==> config.mk <==
export PLATFORM = sky130hd
export DESIGN_NAME = phase_sequencer
export DESIGN_NICKNAME = d
export VERILOG_FILES = /design/src/rtl/phase_sequencer.sv
export SDC_FILE = /design/constraint.sdc
export NUM_CORES = 1
export LEC_CHECK = 0
export BUFFER_PORTS_ARGS = -buffer_cell sky130_fd_sc_hd__buf_2
export CORE_ASPECT_RATIO = 1.4
export CORE_MARGIN = 5
export CORE_UTILIZATION = 30
export DETAILED_ROUTE_END_ITERATION = 8
export GPL_TIMING_DRIVEN = 1
export PLACE_DENSITY_LB_ADDON = 0.2
export SLEW_MARGIN = 20
export SYNTH_ARGS = -nofsm -noshare
export SYNTH_HDL_FRONTEND = slang
export SYNTH_SLANG_ARGS = --single-unit
==> constraint.sdc <==
create_clock -name clock -period 2.2 [get_ports clock]
set_input_delay 0.33 -clock clock [delete_from_list [all_inputs] [get_ports clock]]
set_output_delay 0.33 -clock clock [all_outputs]
set_load 0.005 [all_outputs]
==> src/rtl/phase_sequencer.sv <==
// Multi-phase clock-enable generator: one strobe per phase, NPHASE phases per instruction,
// with free-run, single-step, pause-at-boundary and latched halt control.
module phase_sequencer #(
  parameter int NPHASE    = 5,
  parameter int PHASE_LEN = 2,
  parameter int CNT_W     = 16
) (
  input  logic                      clock,
  input  logic                      resetn,
  input  logic                      runreq,
  input  logic                      stepreq,
  input  logic                      pausereq,
  input  logic                      haltin,
  output logic [NPHASE-1:0]         phase,
  output logic [$clog2(NPHASE)-1:0] phaseidx,
  output logic                      running,
  output logic                      halted,
  output logic [CNT_W-1:0]          instrcount
);

  localparam int PW = $clog2(NPHASE);
  localparam int SW = (PHASE_LEN > 1) ? $clog2(PHASE_LEN) : 1;
  localparam logic [PW-1:0] PH_LAST = PW'(NPHASE - 1);
  localparam logic [SW-1:0] SC_LAST = SW'(PHASE_LEN - 1);

  typedef enum logic [1:0] {IDLE, RUN, STEP, HALTED} state_t;

  state_t           st, st_n;
  logic [PW-1:0]    ph, ph_n;
  logic [SW-1:0]    sc, sc_n;
  logic             haltreq, haltreq_n;
  logic             stopreq, stopreq_n;
  logic [CNT_W-1:0] cnt_n;
  logic             last;

  always_ff @(posedge clock) begin
    if (!resetn) begin
      st         <= IDLE;
      ph         <= '0;
      sc         <= '0;
      haltreq    <= 1'b0;
      stopreq    <= 1'b0;
      instrcount <= '0;
    end else begin
      st         <= st_n;
      ph         <= ph_n;
      sc         <= sc_n;
      haltreq    <= haltreq_n;
      stopreq    <= stopreq_n;
      instrcount <= cnt_n;
    end
  end

  assign running  = (st == RUN) || (st == STEP);
  assign halted   = (st == HALTED);
  assign phaseidx = ph;
  assign last     = (ph == PH_LAST) && (sc == SC_LAST);

  always_comb begin
    phase = '0;
    for (int i = 0; i < NPHASE; i++) begin
      phase[i] = running && (sc == '0) && (ph == PW'(i));
    end
  end

  always_comb begin
    st_n      = st;
    ph_n      = ph;
    sc_n      = sc;
    haltreq_n = haltreq;
    stopreq_n = stopreq;
    cnt_n     = instrcount;

    // Phase/sub-clock counters advance on every active clock, wrapping at the instruction end.
    if (running) begin
      if (sc == SC_LAST) begin
        sc_n = '0;
        ph_n = last ? '0 : ph + PW'(1);
      end else begin
        sc_n = sc + SW'(1);
      end
      if (last) cnt_n = instrcount + CNT_W'(1);
    end

    case (st)
      IDLE: begin
        ph_n = '0;
        sc_n = '0;
        if (haltin)       st_n = HALTED;
        else if (runreq)  st_n = RUN;
        else if (stepreq) st_n = STEP;
      end
      RUN: begin
        if (haltin)        haltreq_n = 1'b1;
        if (pausereq)      stopreq_n = 1'b1;
        else if (runreq)   stopreq_n = 1'b0;
        if (last) begin
          if (haltreq) begin
            st_n = HALTED;
          end else if (stopreq) begin
            st_n      = IDLE;
            stopreq_n = 1'b0;
          end
        end
      end
      STEP: begin
        if (haltin) haltreq_n = 1'b1;
        if (last)   st_n = haltreq ? HALTED : IDLE;
      end
      default: begin
        st_n = HALTED;
      end
    endcase
  end

endmodule

==> impl_metrics.toml, run 1 <==
[timing]
clock_skew_ps = 7.74
setup_viol = 0
timing.hold.ws_ps = 338
rsz0062_at_grt = "false"
worstMarginPinSlew_ps = 638
fmax_mhz = 478
post-route-min-period_ps = 2090
slew_headroom_pct = 57.4
maxSlewViolCount = 0
post-route-period-util_pct = 95.1
worst_slack_ps = 108
setup_tns_ps = 0
hold_viol_final = 0

[layout]
postLayoutCellArea_um2 = 1550
final_nets = 201
drive_gt1_share_pct = 23.9
area_delta_synth_final_pct = 21.4
antenna_cells = 0
finish.utilization_pct = 37.3
final_cell_mix = "31 x buf_2, 22 x dfxtp_1, 17 x a21oi_1"
instances_no_fill = 229
layout_commonest_cell = "buf_2"

[yosys]
yosysTopAreaCell = "dfxtp_1"
syn-num-nets = 168
syn_inst = 152
synth_top_area_share_pct = 37.5
yosysSeqAreaShare_pct = 37.5
syn_area_per_cell_um2 = 8.42
synth_warnings = 0
netlist-cell-type-count = 36
ys_top_cells_by_area = "dfxtp_1 38%, ha_1 9.8%, a21oi_1 6.6%, nand2_1 3.8%, nor2_1 3.8%"
ys_ff_latch = 24
synth_area_um2 = 1280

[routing]
ant_nets = 0
dr.first_iter.drc_count = 36
vias = 1188
via_per_inst = 5.19
drt-pass1-iter-count = 4
drc = 0
wl_per_cell_um = 13.7
drt-total-wl_um = 3140

[pwr]
irDropWorstVdd_uv = 371
power.total_mw = 1.22
powerDensity_nw_per_um2 = 788
power.leakage_nw = 0.627

[grt]
grt_pass1_wl_um = 5100
antenna_found_initial = 0
grt_usage_pct = 11.2
grt_pass1_vias = 1180
grt_max_degree = 21
overflow = 0

[setup_path]
crit_start = "st[1]"
worst-path-buf-inv = 3
crit_path_end_kind = "output port"
crit_arrival_ps = 1760
cp_max_fo = 7
reg2reg_from = "phaseidx[0]"
crit_path_top_delay_cell = "dfxtp_2"
max_stage_delay_ps = 360
cp.required_ps = 1870
critPathKind = "reg2out"
crit_chain = "inv_1 > ha_4 > buf_6 > or2b_1 > nor2_2 > and2_1 > buf_2"
worst_setup_path_start_kind = "flop"
path_delay_family = "simple AND/OR/NAND/NOR gates"

[die]
rows = 28
core_area_um2 = 4170
fp.dieW_um = 65.2
start_util_pct = 30.7
die_y_um = 87.3
die-area_um2 = 5690
io_pins = 32

[clocking]
clock_latency_ps = 260
clock_path_buffers = 2
cts_hold_buffers = 0
clock_sinks = 24
htree_levels = 1
cts_made_buffers = 3
cts_tree = "yes"
cts.root.buffer_cell = "clkbuf_8"
clk_pin_slew_worst_paths_ps = 80

[worst_hold_path]
hold_path.class = "in2reg"
hold_start = "haltin"

[placed_design]
dpl_cell_area_um2 = 1470
dp.cells = 224
dp_hpwl_um = 2400
place_congestion = 0.745
io_buffers = 31
dp_slack_ps = 187

[run_status]
outcome = "finished, final reports clean"

[job]
drv_cap = 0
## logic make-up (layout without fill, tap and decap cells)
logic type | after synthesis | count (layout) | synth area share [%]
xor+xnor | 8 | 8 | 5.47
flops | 24 | 24 | 37.5
fa+ha+maj | 10 | 10 | 9.78
simple gates | 61 | 61 | 26.0
buf+inv | 17 | 49 | 6.06
compound gates | 32 | 32 | 15.2
## worst paths after layout
| check | to | slack (ps) | cells past startpoint |
|---|---|---|---|
| max | phase[0] | 110 | 7 |
| min | haltreq | 340 | 3 |
| max reg2reg | instrcount[15] | 170 | 6 |
| min reg2reg | instrcount[15] | 490 | 2 |
## routing by layer
metal / global-route usage [%] / wire length [µm] / up-vias
li1: - / - / 597
met1: 12.4 / 1380 / 565
met2: 20.8 / 1610 / 24
met3: 1.94 / 129 / 2
met4: 3.96 / 25 / 0
met5: 0 / 0 / -
## synth_stat cells
| master | n |
|---|---|
| ha_1 | 10 |
| and4_1 | 2 |
| nand3_2 | 1 |
| o31ai_1 | 5 |
| or2_1 | 1 |
| xnor2_1 | 4 |
| inv_1 | 11 |
| and2_1 | 3 |
| or3_1 | 3 |
| o221ai_1 | 1 |
| nor3_1 | 2 |
| nand2_1 | 13 |
| a21oi_1 | 17 |
| dfxtp_1 | 24 |
| nand4_2 | 1 |
| a311oi_1 | 2 |
| buf_6 | 1 |
| or4_1 | 5 |
| nand3b_1 | 1 |
| o21ai_1 | 3 |
| nand3_1 | 5 |
| a211oi_1 | 1 |
| buf_4 | 1 |
| nand4_1 | 3 |
| nand2b_1 | 3 |
| xor2_1 | 4 |
| o32ai_1 | 1 |
| o21ai_0 | 1 |
| or2b_1 | 1 |
| nor3b_1 | 1 |
| clkbuf_1 | 2 |
| buf_2 | 2 |
| o2111ai_1 | 1 |
| nor2_1 | 13 |
| nor4_1 | 1 |
| and3_1 | 2 |
## final cells by class
type	instances	area [µm²]
fill	434	2620
multi-input combinational	111	737
sequential	24	483
timing repair buffer	34	181
tap	45	56.3
clock buffer	4	55.1
inverter	11	41.3
## sequential cells by signal, indices dropped and copies added (netlist names)
register / cells
haltreq: 1
instrcount: 16
phaseidx: 3
sc: 1
st: 2
stopreq: 1
## where the power goes
part	switching, mW	internal (mW)	total (mW)
Sequential	0.0453	0.473	0.518
Clock	0.139	0.160	0.298
Combinational	0.206	0.201	0.408
Total	0.390	0.834	1.22
## worst min-delay path, delay by kind of cell
family,cells,cell delay [ps]
buffers and inverters,1,100
AO/OA/AOI/OAI,1,60
AND/OR/NAND/NOR,1,70
## repair_timing
item / in CTS / in global routing
gates resized for setup: 2 / 3
setup buffers: 0 / 1
endpoints found under the setup margin: 3 / 3
pin swaps: 0 / 1
Note: power is estimated with default switching activity, not from simulation.
==> run 2, diff against run 1 <==
==> constraint.sdc (replaced) <==
create_clock -name clock -period 2.3 [get_ports clock]
set_input_delay 0.115 -clock clock [delete_from_list [all_inputs] [get_ports clock]]
set_output_delay 0.115 -clock clock [all_outputs]
set_load 0.005 [all_outputs]
==> impl_metrics.toml, run 2 (same netlist as run 1, synthesis figures left out) <==
[clocking]
cts_made_buffers = 3
htree_levels = 1
clock_sinks = 24
cts_hold_buffers = 0
clock_path_buffers = 2
cts_tree = "yes"
postCtsSetupBuffers = 0
clock_latency_ps = 260
clk_pin_slew_worst_paths_ps = 80
cts.root.buffer_cell = "clkbuf_8"
post_cts_resized = 0

[placed_design]
dp.cells = 224
place_congestion = 0.751
dp_hpwl_um = 2410
io_buffers = 31

[grt]
overflow = 0
grt_usage_pct = 11.4
grt_pass1_vias = 1187
antenna_found_initial = 0
grt_max_degree = 21
grt_pass1_wl_um = 5240

[setup_path]
crit_chain = "inv_1 > ha_1 > buf_4 > or2b_1 > nor2_1 > and2_1 > buf_2"
crit_path_top_delay_cell = "dfxtp_1"
worst_setup_path_start_kind = "flop"
cp.required_ps = 2180
cp_max_fo = 7
crit_path_end_kind = "output port"
critPathKind = "reg2out"
crit_arrival_ps = 1930
max_stage_delay_ps = 390

[routing]
wl_per_cell_um = 13.7
via_per_inst = 5.27
met1Wirelength_um = 1300
drt-total-wl_um = 3110
met3_length_um = 154
drc = 0
vias = 1196
maxUsedRoutingLayer = "met4"
drt-pass1-iter-count = 4
ant_nets = 0
wl_met2_um = 1580
dr.first_iter.drc_count = 44

[layout]
multi_input_area_um2 = 722
drive_gt1_share_pct = 20.9
final_cell_mix = "31 x buf_2, 24 x dfxtp_1, 17 x a21oi_1"
finish.utilization_pct = 36.3
largest_reg_flops = 16
final_nets = 200
seq_area_um2 = 480
top_register = "instrcount"
area_delta_synth_final_pct = 18.1
layout_commonest_cell = "buf_2"
antenna_cells = 0
fillerInstances = 447
instances_no_fill = 227

[timing]
worstMarginPinSlew_ps = 615
timing.hold.ws_ps = 118
hold_viol_final = 0
fmax_mhz = 489
rsz0062_at_grt = "false"
post-route-min-period_ps = 2050
slew_headroom_pct = 59.0
setup_tns_ps = 0
maxSlewViolCount = 0
setup_viol = 0
post-route-period-util_pct = 88.9
clock_skew_ps = 1.65

[die]
rows = 28
die-area_um2 = 5690
fp.dieW_um = 65.2
core_area_um2 = 4170
die_y_um = 87.3
io_pins = 32
start_util_pct = 30.7

[pwr]
irDropWorstVdd_uv = 517
power.leakage_nw = 0.614
powerDensity_nw_per_um2 = 705
power.total_mw = 1.07

[job]
drv_cap = 0

[worst_hold_path]
hold_path.class = "in2reg"

[run_status]
outcome = "finished, final reports clean"
[run 2: changes by cell type in the layout (fill, tap and decap cells not counted)]
cell      change
dfxtp_1       +2
dfxtp_2       -2
buf_6         -1
clkbuf_8      -1
ha_1          +1
ha_4          -1
nor2_1        +1
nor2_2        -1
[run 2: critical path: cells and delay by family (launching register included)]
kind          cells  cell delay, ps
fa+ha+maj         1             340
buf+inv           3             360
simple gates      3             580
flops             1             390
[run 2: worst paths after layout]
check | to | cells past startpoint | from | slack [ps]
setup / recovery | phase[0] | 7 | st[0] | 250
hold / removal | haltreq | 3 | haltin | 120
setup reg to reg | instrcount[15] | 6 | st[0] | 270
hold reg to reg | instrcount[15] | 2 | instrcount[15] | 490
[run 2: stage by stage]
stage                     setup slack, ps  instance area, µm²
final                                 254                1510
after global routing                  110                1510
after CTS                             239                1510
after detailed placement              272                1470
after global placement                343                1470
after floorplan                       309                1280
[run 2: layer usage]
layer / track usage (%) / up-vias
met1: 13.3 / 564
li1: - / 600
met5: 0 / -
met3: 2.33 / 6
met4: 5.47 / 0
met2: 19.7 / 26
[run 2: where the power goes]
group,switching (mW),total (mW),internal [mW]
Sequential,0.0459,0.495,0.449
Clock,0.132,0.249,0.117
Combinational,0.182,0.322,0.140
[run 2: final cells by class]
class                           count  area share [%]
Tap cell                           45            3.73
Clock buffer                        3            2.73
Sequential cell                    24            31.8
Timing Repair Buffer               33            11.3
Multi-Input combinational cell    111            47.8
Inverter                           11            2.73
==> run 3, diff against run 2 <==
- BUFFER_PORTS_ARGS: -buffer_cell sky130_fd_sc_hd__buf_2 -> default
- DONT_BUFFER_PORTS: default -> 1
- RECOVER_POWER: default -> 25
==> impl_metrics.toml, run 3 (same netlist as run 1, synthesis figures left out) <==
[setup_path]
worst_setup_path_start_kind = "flop"
path_delay_family = "simple AND/OR/NAND/NOR gates"
worst-path-buf-inv = 1
critPathKind = "reg2reg"
crit_chain = "inv_1 > ha_1 > nand4_2 > or2_1 > or4_1 > a21oi_1"
cp_max_fo = 9
cp.required_ps = 2490
crit_path_end_kind = "flop"
crit_path_top_delay_cell = "or4_1"
cp.depth = 6
max_stage_delay_ps = 500
crit_arrival_ps = 2250
reg2reg_depth = 6

[worst_hold_path]
hold_path.class = "in2reg"
hold_depth = 3

[timing]
slew_headroom_pct = 58.3
worstMarginPinSlew_ps = 625
setup_viol = 0
rsz0062_at_grt = "false"
post-route-min-period_ps = 2060
maxSlewViolCount = 0
worst_slack_ps = 243
hold_viol_final = 0
post-route-period-util_pct = 89.5
clock_skew_ps = 4.25
setup_tns_ps = 0
fmax_mhz = 486

[clocking]
cts_made_buffers = 3
clock_path_buffers = 2
clock_sinks = 24
cts_tree = "yes"
clock_latency_ps = 260
htree_levels = 1
cts.root.buffer_cell = "clkbuf_8"
clk_pin_slew_worst_paths_ps = 80

[die]
io_pins = 32
die-area_um2 = 5690
fp.dieW_um = 65.2
rows = 28
die_y_um = 87.3
start_util_pct = 30.7
core_area_um2 = 4170

[layout]
drive_gt1_share_pct = 5.23
area_delta_synth_final_pct = 7.33
largest_reg_flops = 16
top_register = "instrcount"
final_cell_mix = "24 x dfxtp_1, 17 x a21oi_1, 13 x nor2_1, 13 x nand2_1, 11 x inv_1"
postLayoutCellArea_um2 = 1370
antenna_cells = 0
layout_commonest_cell = "dfxtp_1"
final_nets = 171

[grt]
grt_max_degree = 21
grt_pass1_wl_um = 4900
grt_most_used_layer = "met2"
antenna_found_initial = 0
grt_usage_pct = 11.0
use_met3_pct = 3.23
grt_use_met1_pct = 11.9
grtUsageMet2_pct = 19.0
grt_pass1_vias = 1074
overflow = 0

[placed_design]
dp_hpwl_um = 2210
dpl_cell_area_um2 = 1320
place_congestion = 0.748
dp_slack_ps = 257
io_buffers = 0

[routing]
drt-pass1-iter-count = 4
dr.first_iter.drc_count = 60
via_per_inst = 5.46
vias = 1081
ant_nets = 0
drt-total-wl_um = 2850
drc = 0
wl_per_cell_um = 14.4

[pwr]
powerDensity_nw_per_um2 = 736
irDropWorstVdd_uv = 460
power.leakage_nw = 0.461

[job]
drv_cap = 0

[run_status]
outcome = "finished, final reports clean"
-- run 3: cell types whose count changed in the layout (fill, tap and decap cells not counted), sizes merged --
cell | previous run | this run
dlygate4sd3 | 0 | 1
buf | 33 | 3
-- run 3: metrics by stage --
step | std cells | hold slack (ps) | power, mW | utilization, %
detailed placement | 194 | 270 | 0.783 | 31.7
global placement | 194 | 271 | 0.782 | 31.7
finish | 198 | 64.2 | 1.01 | 33.0
global route | 198 | 52.6 | 1.10 | 33.0
CTS | 198 | 56.5 | 1.03 | 33.0
floorplan | 152 | 260 | 0.711 | -
-- run 3: worst min-delay path, delay by kind of cell --
kind / cells / cell delay [ps]
compound gates: 1 / 80
simple gates: 2 / 90
-- run 3: final timing paths --
| kind | slack (ps) | end | startpoint |
|---|---|---|---|
| worst min-delay path | 60 | st[0] | stepreq |
| worst max-delay path | 240 | instrcount[15] | st[1] |
| worst max register to register | 240 | instrcount[15] | st[1] |
| worst min register to register | 520 | instrcount[15] | instrcount[15] |
-- run 3: repair_timing --
item / in CTS / in global routing
setup buffers: 0 / 0
gates resized for setup: 0 / 0
hold buffers: 1 / 0
endpoints found under the hold margin: 1 / 0
-- run 3: routing by layer --
layer | wire [µm] | vias to the layer above
met5 | 0 | -
met4 | 48 | 0
met3 | 199 | 4
met2 | 1400 | 27
met1 | 1210 | 504
li1 | - | 546
-- run 3: area by class of cell --
class                           instances  area, µm²
Multi-Input combinational cell        111        722
Tap cell                               45       56.3
Sequential cell                        24        480
Timing Repair Buffer                    4       32.5
Fill cell                             446       2800
Inverter                               11       41.3
Clock buffer                            3       41.3
-- run 3: where the power goes --
group | internal, mW | total, mW | leakage, nW | switching (mW)
sequential | 0.449 | 0.493 | 0.194 | 0.0440
combinational | 0.117 | 0.277 | 0.245 | 0.160
clock | 0.117 | 0.241 | 0.0216 | 0.124
total | 0.684 | 1.01 | 0.461 | 0.328
